`src/rtl/issue_sequencer_if.sv`:
```
// issue_sequencer_if -- bundles the sequencer's ROM, decoder, ALU-compare,
// memory-completion and status signals.
//   master : the environment (ROM, decoder, ALU, memory, control)
//   slave  : the sequencer itself
// Signals:
//   start               begin execution at address 0
//   pc, fetch_en        ROM address and read strobe (data returns next cycle)
//   instr_in            ROM data
//   issue_valid/_instr  one-cycle issue pulse and the instruction to decode
//   cmp_valid/eq/gt     ALU compare result
//   mem_done            vector load/store completion
//   busy, halted        status
//   illegal             sticky illegal-opcode flag
//   retired             saturating executed-instruction counter
interface issue_sequencer_if #(
  parameter int unsigned ADDR_BITS  = 10,
  parameter int unsigned INSTR_BITS = 16
);
  logic                  start;
  logic [ADDR_BITS-1:0]  pc;
  logic                  fetch_en;
  logic [INSTR_BITS-1:0] instr_in;
  logic                  issue_valid;
  logic [INSTR_BITS-1:0] issue_instr;
  logic                  cmp_valid;
  logic                  cmp_eq;
  logic                  cmp_gt;
  logic                  mem_done;
  logic                  busy;
  logic                  halted;
  logic                  illegal;
  logic [15:0]           retired;

  modport master (
    output start, instr_in, cmp_valid, cmp_eq, cmp_gt, mem_done,
    input  pc, fetch_en, issue_valid, issue_instr, busy, halted, illegal, retired
  );

  modport slave (
    input  start, instr_in, cmp_valid, cmp_eq, cmp_gt, mem_done,
    output pc, fetch_en, issue_valid, issue_instr, busy, halted, illegal, retired
  );
endinterface

```
`src/rtl/issue_sequencer.sv`:
```
// issue_sequencer -- fetches instructions from a ROM, resolves jumps and END
// locally, forwards everything else to the decoder, and stalls on compare
// results and vector memory completion.
// Ports:
//   clk  rising-edge clock
//   rst  synchronous active-high reset
//   bus  issue_sequencer_if.slave (see the interface file for signal list)
// Opcodes (instr[3:0]): CMP=0, J=1, VLD=4, VSTR=5, END=14, 15 flags illegal;
// everything else issues as a plain instruction.
// Jumps: cond = instr[15:14] (00 eq, 01 gt, 10 always, 11 !eq),
//        target = instr[13:4].
module issue_sequencer #(
  parameter int unsigned ADDR_BITS  = 10,
  parameter int unsigned INSTR_BITS = 16
) (
  input logic              clk,
  input logic              rst,
  issue_sequencer_if.slave bus
);

  typedef enum logic [2:0] {
    S_IDLE,
    S_FETCH,
    S_ISSUE,
    S_WAIT_CMP,
    S_WAIT_MEM,
    S_HALT
  } state_t;

  localparam logic [3:0] OP_CMP  = 4'd0;
  localparam logic [3:0] OP_J    = 4'd1;
  localparam logic [3:0] OP_VLD  = 4'd4;
  localparam logic [3:0] OP_VSTR = 4'd5;
  localparam logic [3:0] OP_END  = 4'd14;
  localparam logic [3:0] OP_ILL  = 4'd15;

  state_t                state_q, state_d;
  logic [ADDR_BITS-1:0]  pc_q, pc_d;
  logic                  eq_q, eq_d;
  logic                  gt_q, gt_d;
  logic                  illegal_q, illegal_d;
  logic                  halted_q, halted_d;
  logic [15:0]           retired_q, retired_d;
  logic                  issue_valid_q, issue_valid_d;
  logic [INSTR_BITS-1:0] issue_instr_q, issue_instr_d;

  logic [3:0]            opcode;
  logic [ADDR_BITS-1:0]  pc_inc;
  logic [ADDR_BITS-1:0]  target;
  logic                  taken;

  assign opcode = bus.instr_in[3:0];
  assign target = bus.instr_in[4 +: ADDR_BITS];
  // Natural ADDR_BITS-wide overflow gives the wrap from the top address to 0.
  assign pc_inc = pc_q + ADDR_BITS'(1);

  always_comb begin
    taken = 1'b0;
    case (bus.instr_in[15:14])
      2'b00:   taken = eq_q;
      2'b01:   taken = gt_q;
      2'b10:   taken = 1'b1;
      default: taken = ~eq_q;
    endcase
  end

  always_comb begin
    state_d       = state_q;
    pc_d          = pc_q;
    eq_d          = eq_q;
    gt_d          = gt_q;
    illegal_d     = illegal_q;
    halted_d      = halted_q;
    retired_d     = retired_q;
    issue_valid_d = 1'b0;
    issue_instr_d = issue_instr_q;

    case (state_q)
      S_IDLE, S_HALT: begin
        if (bus.start) begin
          pc_d      = '0;
          eq_d      = 1'b0;
          gt_d      = 1'b0;
          illegal_d = 1'b0;
          retired_d = '0;
          halted_d  = 1'b0;
          state_d   = S_FETCH;
        end
      end

      S_FETCH: state_d = S_ISSUE;

      S_ISSUE: begin
        // Every ISSUE exit retires, jumps and END included.
        retired_d = (retired_q == 16'hFFFF) ? retired_q : retired_q + 16'd1;
        case (opcode)
          OP_J: begin
            pc_d    = taken ? target : pc_inc;
            state_d = S_FETCH;
          end
          OP_CMP: begin
            issue_valid_d = 1'b1;
            issue_instr_d = bus.instr_in;
            pc_d          = pc_inc;
            state_d       = S_WAIT_CMP;
          end
          OP_VLD, OP_VSTR: begin
            issue_valid_d = 1'b1;
            issue_instr_d = bus.instr_in;
            pc_d          = pc_inc;
            state_d       = S_WAIT_MEM;
          end
          OP_END: begin
            halted_d = 1'b1;
            state_d  = S_HALT;
          end
          default: begin
            issue_valid_d = 1'b1;
            issue_instr_d = bus.instr_in;
            pc_d          = pc_inc;
            state_d       = S_FETCH;
            if (opcode == OP_ILL) illegal_d = 1'b1;
          end
        endcase
      end

      S_WAIT_CMP: begin
        if (bus.cmp_valid) begin
          eq_d    = bus.cmp_eq;
          gt_d    = bus.cmp_gt;
          state_d = S_FETCH;
        end
      end

      S_WAIT_MEM: begin
        if (bus.mem_done) state_d = S_FETCH;
      end

      default: state_d = S_IDLE;
    endcase
  end

  always_ff @(posedge clk) begin
    if (rst) begin
      state_q       <= S_IDLE;
      pc_q          <= '0;
      eq_q          <= 1'b0;
      gt_q          <= 1'b0;
      illegal_q     <= 1'b0;
      halted_q      <= 1'b0;
      retired_q     <= '0;
      issue_valid_q <= 1'b0;
      issue_instr_q <= '0;
    end else begin
      state_q       <= state_d;
      pc_q          <= pc_d;
      eq_q          <= eq_d;
      gt_q          <= gt_d;
      illegal_q     <= illegal_d;
      halted_q      <= halted_d;
      retired_q     <= retired_d;
      issue_valid_q <= issue_valid_d;
      issue_instr_q <= issue_instr_d;
    end
  end

  assign bus.pc          = pc_q;
  assign bus.fetch_en    = (state_q == S_FETCH);
  assign bus.issue_valid = issue_valid_q;
  assign bus.issue_instr = issue_instr_q;
  assign bus.busy        = (state_q != S_IDLE) && (state_q != S_HALT);
  assign bus.halted      = halted_q;
  assign bus.illegal     = illegal_q;
  assign bus.retired     = retired_q;

endmodule
```
`src/flat_wrapper.sv`:
```
// flat-port wrapper written by rule: the top's interface ports become plain ports
module issue_sequencer_flat 
#(
  parameter int unsigned ADDR_BITS  = 10,
  parameter int unsigned INSTR_BITS = 16
)
  (clk, rst, bus_start, bus_instr_in, bus_cmp_valid, bus_cmp_eq, bus_cmp_gt, bus_mem_done, bus_pc, bus_fetch_en, bus_issue_valid, bus_issue_instr, bus_busy, bus_halted, bus_illegal, bus_retired);
  issue_sequencer_if #(.ADDR_BITS(ADDR_BITS), .INSTR_BITS(INSTR_BITS)) bus_i ();
  input logic clk;
  input logic rst;
  input wire logic [$bits(bus_i.start)-1:0] bus_start;
  input wire logic [$bits(bus_i.instr_in)-1:0] bus_instr_in;
  input wire logic [$bits(bus_i.cmp_valid)-1:0] bus_cmp_valid;
  input wire logic [$bits(bus_i.cmp_eq)-1:0] bus_cmp_eq;
  input wire logic [$bits(bus_i.cmp_gt)-1:0] bus_cmp_gt;
  input wire logic [$bits(bus_i.mem_done)-1:0] bus_mem_done;
  output wire logic [$bits(bus_i.pc)-1:0] bus_pc;
  output wire logic [$bits(bus_i.fetch_en)-1:0] bus_fetch_en;
  output wire logic [$bits(bus_i.issue_valid)-1:0] bus_issue_valid;
  output wire logic [$bits(bus_i.issue_instr)-1:0] bus_issue_instr;
  output wire logic [$bits(bus_i.busy)-1:0] bus_busy;
  output wire logic [$bits(bus_i.halted)-1:0] bus_halted;
  output wire logic [$bits(bus_i.illegal)-1:0] bus_illegal;
  output wire logic [$bits(bus_i.retired)-1:0] bus_retired;
  assign bus_i.start = bus_start;
  assign bus_i.instr_in = bus_instr_in;
  assign bus_i.cmp_valid = bus_cmp_valid;
  assign bus_i.cmp_eq = bus_cmp_eq;
  assign bus_i.cmp_gt = bus_cmp_gt;
  assign bus_i.mem_done = bus_mem_done;
  assign bus_pc = bus_i.pc;
  assign bus_fetch_en = bus_i.fetch_en;
  assign bus_issue_valid = bus_i.issue_valid;
  assign bus_issue_instr = bus_i.issue_instr;
  assign bus_busy = bus_i.busy;
  assign bus_halted = bus_i.halted;
  assign bus_illegal = bus_i.illegal;
  assign bus_retired = bus_i.retired;
  issue_sequencer #(.ADDR_BITS(ADDR_BITS), .INSTR_BITS(INSTR_BITS)) u_core (.clk(clk), .rst(rst), .bus(bus_i));
endmodule
```
`config.mk`:
```
export PLATFORM = sky130hd
export DESIGN_NAME = issue_sequencer_flat
export DESIGN_NICKNAME = d
export VERILOG_FILES = /design/src/rtl/issue_sequencer_if.sv /design/src/rtl/issue_sequencer.sv /design/src/flat_wrapper.sv
export SDC_FILE = /design/constraint.sdc
export NUM_CORES = 1
export LEC_CHECK = 0
export CAP_MARGIN = 25
export CORE_MARGIN = 2
export CORE_UTILIZATION = 35
export CTS_CLUSTER_DIAMETER = 100
export DETAILED_ROUTE_END_ITERATION = 8
export GPL_TIMING_DRIVEN = 1
export PLACE_DENSITY = 0.64
export SLEW_MARGIN = 20
export SYNTH_ARGS = -nofsm -noshare
export SYNTH_HDL_FRONTEND = slang
export SYNTH_SLANG_ARGS = --single-unit
```
`constraint.sdc`:
```
create_clock -name clk -period 5.3 [get_ports clk]
set_input_delay 1.06 -clock clk [delete_from_list [all_inputs] [get_ports clk]]
set_output_delay 1.06 -clock clk [all_outputs]
set_load 0.005 [all_outputs]
```
# After elaboration in Yosys (flattened, before gate mapping)
# Index checks and enable logic that the tools add are counted.
[totals]
out_inout_bits = 47
ff_bits = 50
input_bits = 23
[classes]
eq_ne = 22
reduce_logical = 19
mux = 24
addsub = 2
n_bitwise = 3
[ops]
columns = ["cell", "count"]
rows = [
  ["$pmux 10 s2", 2],
  ["$mux 16", 2],
  ["$pmux 16 s2", 1],
  ["$mux 10", 2],
  ["$add 16x1->16 const B", 1],
  ["$eq 16x16->1 const B", 1],
  ["$pmux 3 s5", 1],
  ["$reduce_and 3->1", 5],
  ["$ne 2x2->1 const B", 6],
  ["$add 10x1->10 const B", 1],
  ["$mux 3", 3],
  ["$pmux 3 s3", 1],
  ["$eq 4x3->1 const B", 2],
  ["$eq 4x4->1 const B", 2],
  ["$pmux 1 s2", 4],
  ["$reduce_or 2->1", 4],
  ["$mux 1", 7],
  ["$eq 3x2->1 const B", 2],
  ["$eq 3x3->1 const B", 2],
  ["$reduce_or 5->1", 1],
  ["$eq 4x1->1 const B", 1],
  ["$logic_not 4->1", 1],
  ["$ne 2x1->1 const B", 2],
  ["$reduce_and 4->1", 1],
  ["other kinds (12)", 15],
]

# Logic depth before layout (Yosys ltp)
[logic_depth]
word_depth = 5
mapped_depth = 8

# Worst setup path after synthesis
# OpenSTA, ideal clock, no wires.
[synth_path]
path_kind = "input to register"
from = "in bus_instr_in[0]"
to = "reg u_core.pc_q[3] (netlist: u_core.bus.pc[3])"
path_slack_ps = 3025
stages = 6
t_required_ps = 5225
arrival_time_ps = 2200
cell_sequence = "clkbuf_1 -> nand4b_1 -> nand2b_1 -> a21oi_1 -> a21oi_1 -> o22ai_1"
[synth_between]
elab_chain_len = 3
[synth_rtl]
columns = ["element", "line", "rtl"]
rows = [
  ["start: declaration", "flat_wrapper.sv:12", "input wire logic [$bits(bus_i.instr_in)-1:0] bus_instr_in;"],
  ["$eq 4x4->1 / $eq 4x1->1 (equally long branches)", "issue_sequencer.sv:96", "case (opcode)"],
  ["$pmux 10 s2 / $ne 2x2->1 (equally long branches)", "--", ""],
  ["$pmux 10 s2 / $reduce_and 3->1 (equally long branches)", "--", ""],
  ["end signal: assignment", "issue_sequencer.sv:156", "pc_q <= pc_d;"],
  ["end: declaration", "issue_sequencer.sv:38", "logic [ADDR_BITS-1:0] pc_q, pc_d;"],
]
# Parallel ways exist; a longest one is shown, timed or not.
# A chain may end at the register's enable or synchronous reset.

# Worst setup path after layout
[layout_path]
from = "in bus_instr_in[1]"
to = "reg u_core.pc_q[6] (netlist: u_core.bus.pc[6])"
# The elaborated chain is that of the path after synthesis.

==> out/results.ini <==
[die]
io_pins = 70
die_area_um2 = 8020
initial_core_util_pct = 35.7
core_area_um2 = 7180
die_width_um = 89.5
placementRows = 31
die_h_um = 89.5

[drt]
firstDrtPassIters = 5
via_per_inst = 5.18
ant_nets = 0
wl_per_cell_um = 14.2
drc = 0
drt_iter0_markers = 111
routed-via-count = 2448
drt_wl_total_um = 6700

[placed_design]
dp_cells = 464
dp_hpwl_um = 4840
io_buffers = 69
gp_congestion = 0.812

[cells_and_area]
n_antenna_cell = 0
area_growth_pct = 31.9
layout-drive-gt1-share_pct = 6.95
final_core_util_pct = 47.1
layout.cells.non_filler = 473
layout.nets = 398

[outcome]
status = complete, no violations

[worst_setup_path]
critPathCaptureType = register
criticalPathCategory = input pin to register
crit_required_ns = 5.49
path_cells = clkdlybuf4s50_1 -> nor3_2 -> o311a_1 -> nor2_1 -> a21oi_1 -> o22ai_1
cp.arrival_ns = 3.19
startpoint_type = input pin
slowest_stage = o311a_1
crit_fanout = 22
r2r_setup_slack_ns = 2.79
max_stage_delay_ns = 0.71

[sta]
worst_pin_slew_ns = 0.896
final-setup-viol-count = 0
max_slew_margin_pct = 40.3
hold_violations = 0
finalSetupTns_ns = 0
skew_ns = 0.0114
fin_crit_sh_pct = 56.7
fin_crit_ns = 3.01
drv_slew = 0
rsz0062_at_grt = no
fin_hold_ws_ns = 0.458
timing.fmax_ghz = 0.333

[clock_tree]
hold_buffers = 0
clockBufferDepth = 2
post_cts_resized = 0
cts_buffers = 5
insertion_delay_ns = 0.31
clock_sinks = 50
cts_max_level = 2
clk_pin_slew_ns = 0.10
cts_tree = done
cts.root.buffer_cell = clkbuf_8
post_cts_buffers = 0

[global_routing]
overflow = 0
antenna_found_initial = 0
track_usage_pct = 17.0
grt_pass1_wl_um = 10700
grt_pass1_vias = 2185
grt_max_degree = 30

[logic_synthesis]
avgSynthCellArea_um2 = 8.16
syn_inst = 314
ys_ff_latch = 50
synth_flop_cell = dfxtp_1
syn-num-nets = 339
synth-seq-area-share_pct = 39.1
synthArstFlopShare_pct = 0
yosys_warnings = 0
synth_cell_type_count = 48
synth_area_um2 = 2560
synth-edff-count = 0

[power]
power_density_nw_per_um2 = 212
ir_drop_uv = 123
p_leak_uw = 0.00109
power_uw = 715

[min_path]
hold_class = register to register

[job]
maxCapViolations = 0

## stage by stage
step / cell area, um^2 / worst slack [ns]
3_5_place_dp: 3280 / 2.02
5_1_grt: 3380 / 2.15
3_3_place_gp: 3280 / 2.01
2_1_floorplan: 2560 / 3.03
4_1_cts: 3370 / 2.33
6_report: 3380 / 2.29
## power by group
| part | leakage (uW) | switching [uW] | internal [uW] |
|---|---|---|---|
| Clock | 0.0000447 | 141 | 95.6 |
| Combinational | 0.000638 | 46.4 | 42.2 |
| Sequential | 0.000404 | 7.72 | 382 |
## cell type report
cell class | instances | area [um^2]
fillers | 718 | 3800
multi-input cells | 239 | 1430
flip-flops and latches | 50 | 1000
repair buffers | 71 | 706
well taps | 99 | 124
clock buffers | 5 | 68.8
clock inverters | 3 | 25.0
inverters | 6 | 22.5
## critical path: cells and delay by family
kind / cells / cell delay, ns
AOI/OAI and AO/OA: 3 / 1.01
buffers and inverters: 1 / 0.54
and+or+nand+nor: 2 / 0.58
## registers in the layout, summed over array words and instances (netlist names)
| register | cells |
|---|---|
| u_core.gt_q | 1 |
| u_core.bus.pc | 10 |
| u_core.bus.retired | 16 |
| u_core.state_q | 3 |
| u_core.bus.halted | 1 |
| u_core.bus.illegal | 1 |
| u_core.bus.issue_instr | 16 |
| u_core.bus.issue_valid | 1 |
| u_core.eq_q | 1 |
## worst paths after layout
| kind | startpoint | to | depth (start not counted) |
|---|---|---|---|
| min | u_core.bus.issue_instr[2]$_SDFFE_PP0P_ | u_core.bus.issue_instr[2]$_SDFFE_PP0P_ | 2 |
| min reg2reg | u_core.bus.issue_instr[2]$_SDFFE_PP0P_ | u_core.bus.issue_instr[2]$_SDFFE_PP0P_ | 2 |
| max reg2reg | u_core.state_q[1]$_SDFFE_PP0P_ | u_core.bus.pc[6]$_SDFFE_PP0P_ | 5 |
| max | bus_instr_in[1] | u_core.bus.pc[6]$_SDFFE_PP0P_ | 6 |
## synth_stat cells, drive strengths merged (2+ instances only)
library cell | count | area share [%]
o22ai | 4 | 0.98
o21ai | 12 | 2.3
a2111oi | 3 | 2.2
nor3 | 11 | 2.3
dfxtp | 50 | 39
nor3b | 2 | 0.78
xor2 | 2 | 0.68
nand2b | 6 | 1.5
and4 | 3 | 1.1
nand2 | 49 | 7.3
or4 | 2 | 0.59
a211oi | 7 | 3.2
clkbuf | 6 | 0.88
buf | 13 | 3.3
o211ai | 2 | 0.59
a32oi | 4 | 1.4
nand4b | 2 | 0.68
ha | 2 | 0.98
inv | 6 | 0.88
nand3b | 2 | 0.59
nor2b | 5 | 1.2
nand3 | 15 | 2.9
mux2i | 4 | 1.6
nor2 | 31 | 4.5
xnor2 | 10 | 3.4
a21oi | 37 | 7.2
and3 | 8 | 2.0
nand4 | 5 | 1.2
## cell usage in the layout (no fill, tap or decap), types with 4 or more instances in the layout
cell type        netlist  routed
and3_1                 8       8
a21oi_1               37      37
nand2b_1               6       6
o21ai_1                5       5
nand4_1                5       5
clkbuf_8               0       5
nor2_1                31      31
dfxtp_1               50      50
nor3_1                10      10
mux2i_1                4       4
a211oi_2               6       6
o22ai_1                4       4
o21ai_0                7       7
nand2_1               48      48
clkdlybuf4s50_1        0      69
a32oi_1                4       4
inv_1                  6       6
nor2b_1                5       5
xnor2_1               10      10
nand3_1               15      15
## kinds of logic (layout without fill, tap and decap cells)
| kind of cell | Yosys count | count (layout) | synth area share, % |
|---|---|---|---|
| AO/OA/AOI/OAI | 74 | 74 | 20.5 |
| XOR/XNOR | 12 | 12 | 4.10 |
| adder cells (fa/ha/maj) | 2 | 2 | 0.977 |
| buffers and inverters | 25 | 85 | 5.08 |
| flip-flops | 50 | 50 | 39.1 |
| multiplexers | 4 | 4 | 1.56 |
| AND/OR/NAND/NOR | 147 | 147 | 28.7 |
## per-layer routing
| metal | routed length, um | part of all wire [%] | global-route usage (%) | vias up |
|---|---|---|---|---|
| met3 | 302 | 4.5 | 3.14 | 5 |
| li1 | - | - | - | 1233 |
| met2 | 3050 | 45 | 26.5 | 57 |
| met5 | 0 | 0 | 0 | - |
| met1 | 3280 | 49 | 23.9 | 1153 |
| met4 | 70 | 1.0 | 5.02 | 0 |
Power figures use the tool's default switching activity.
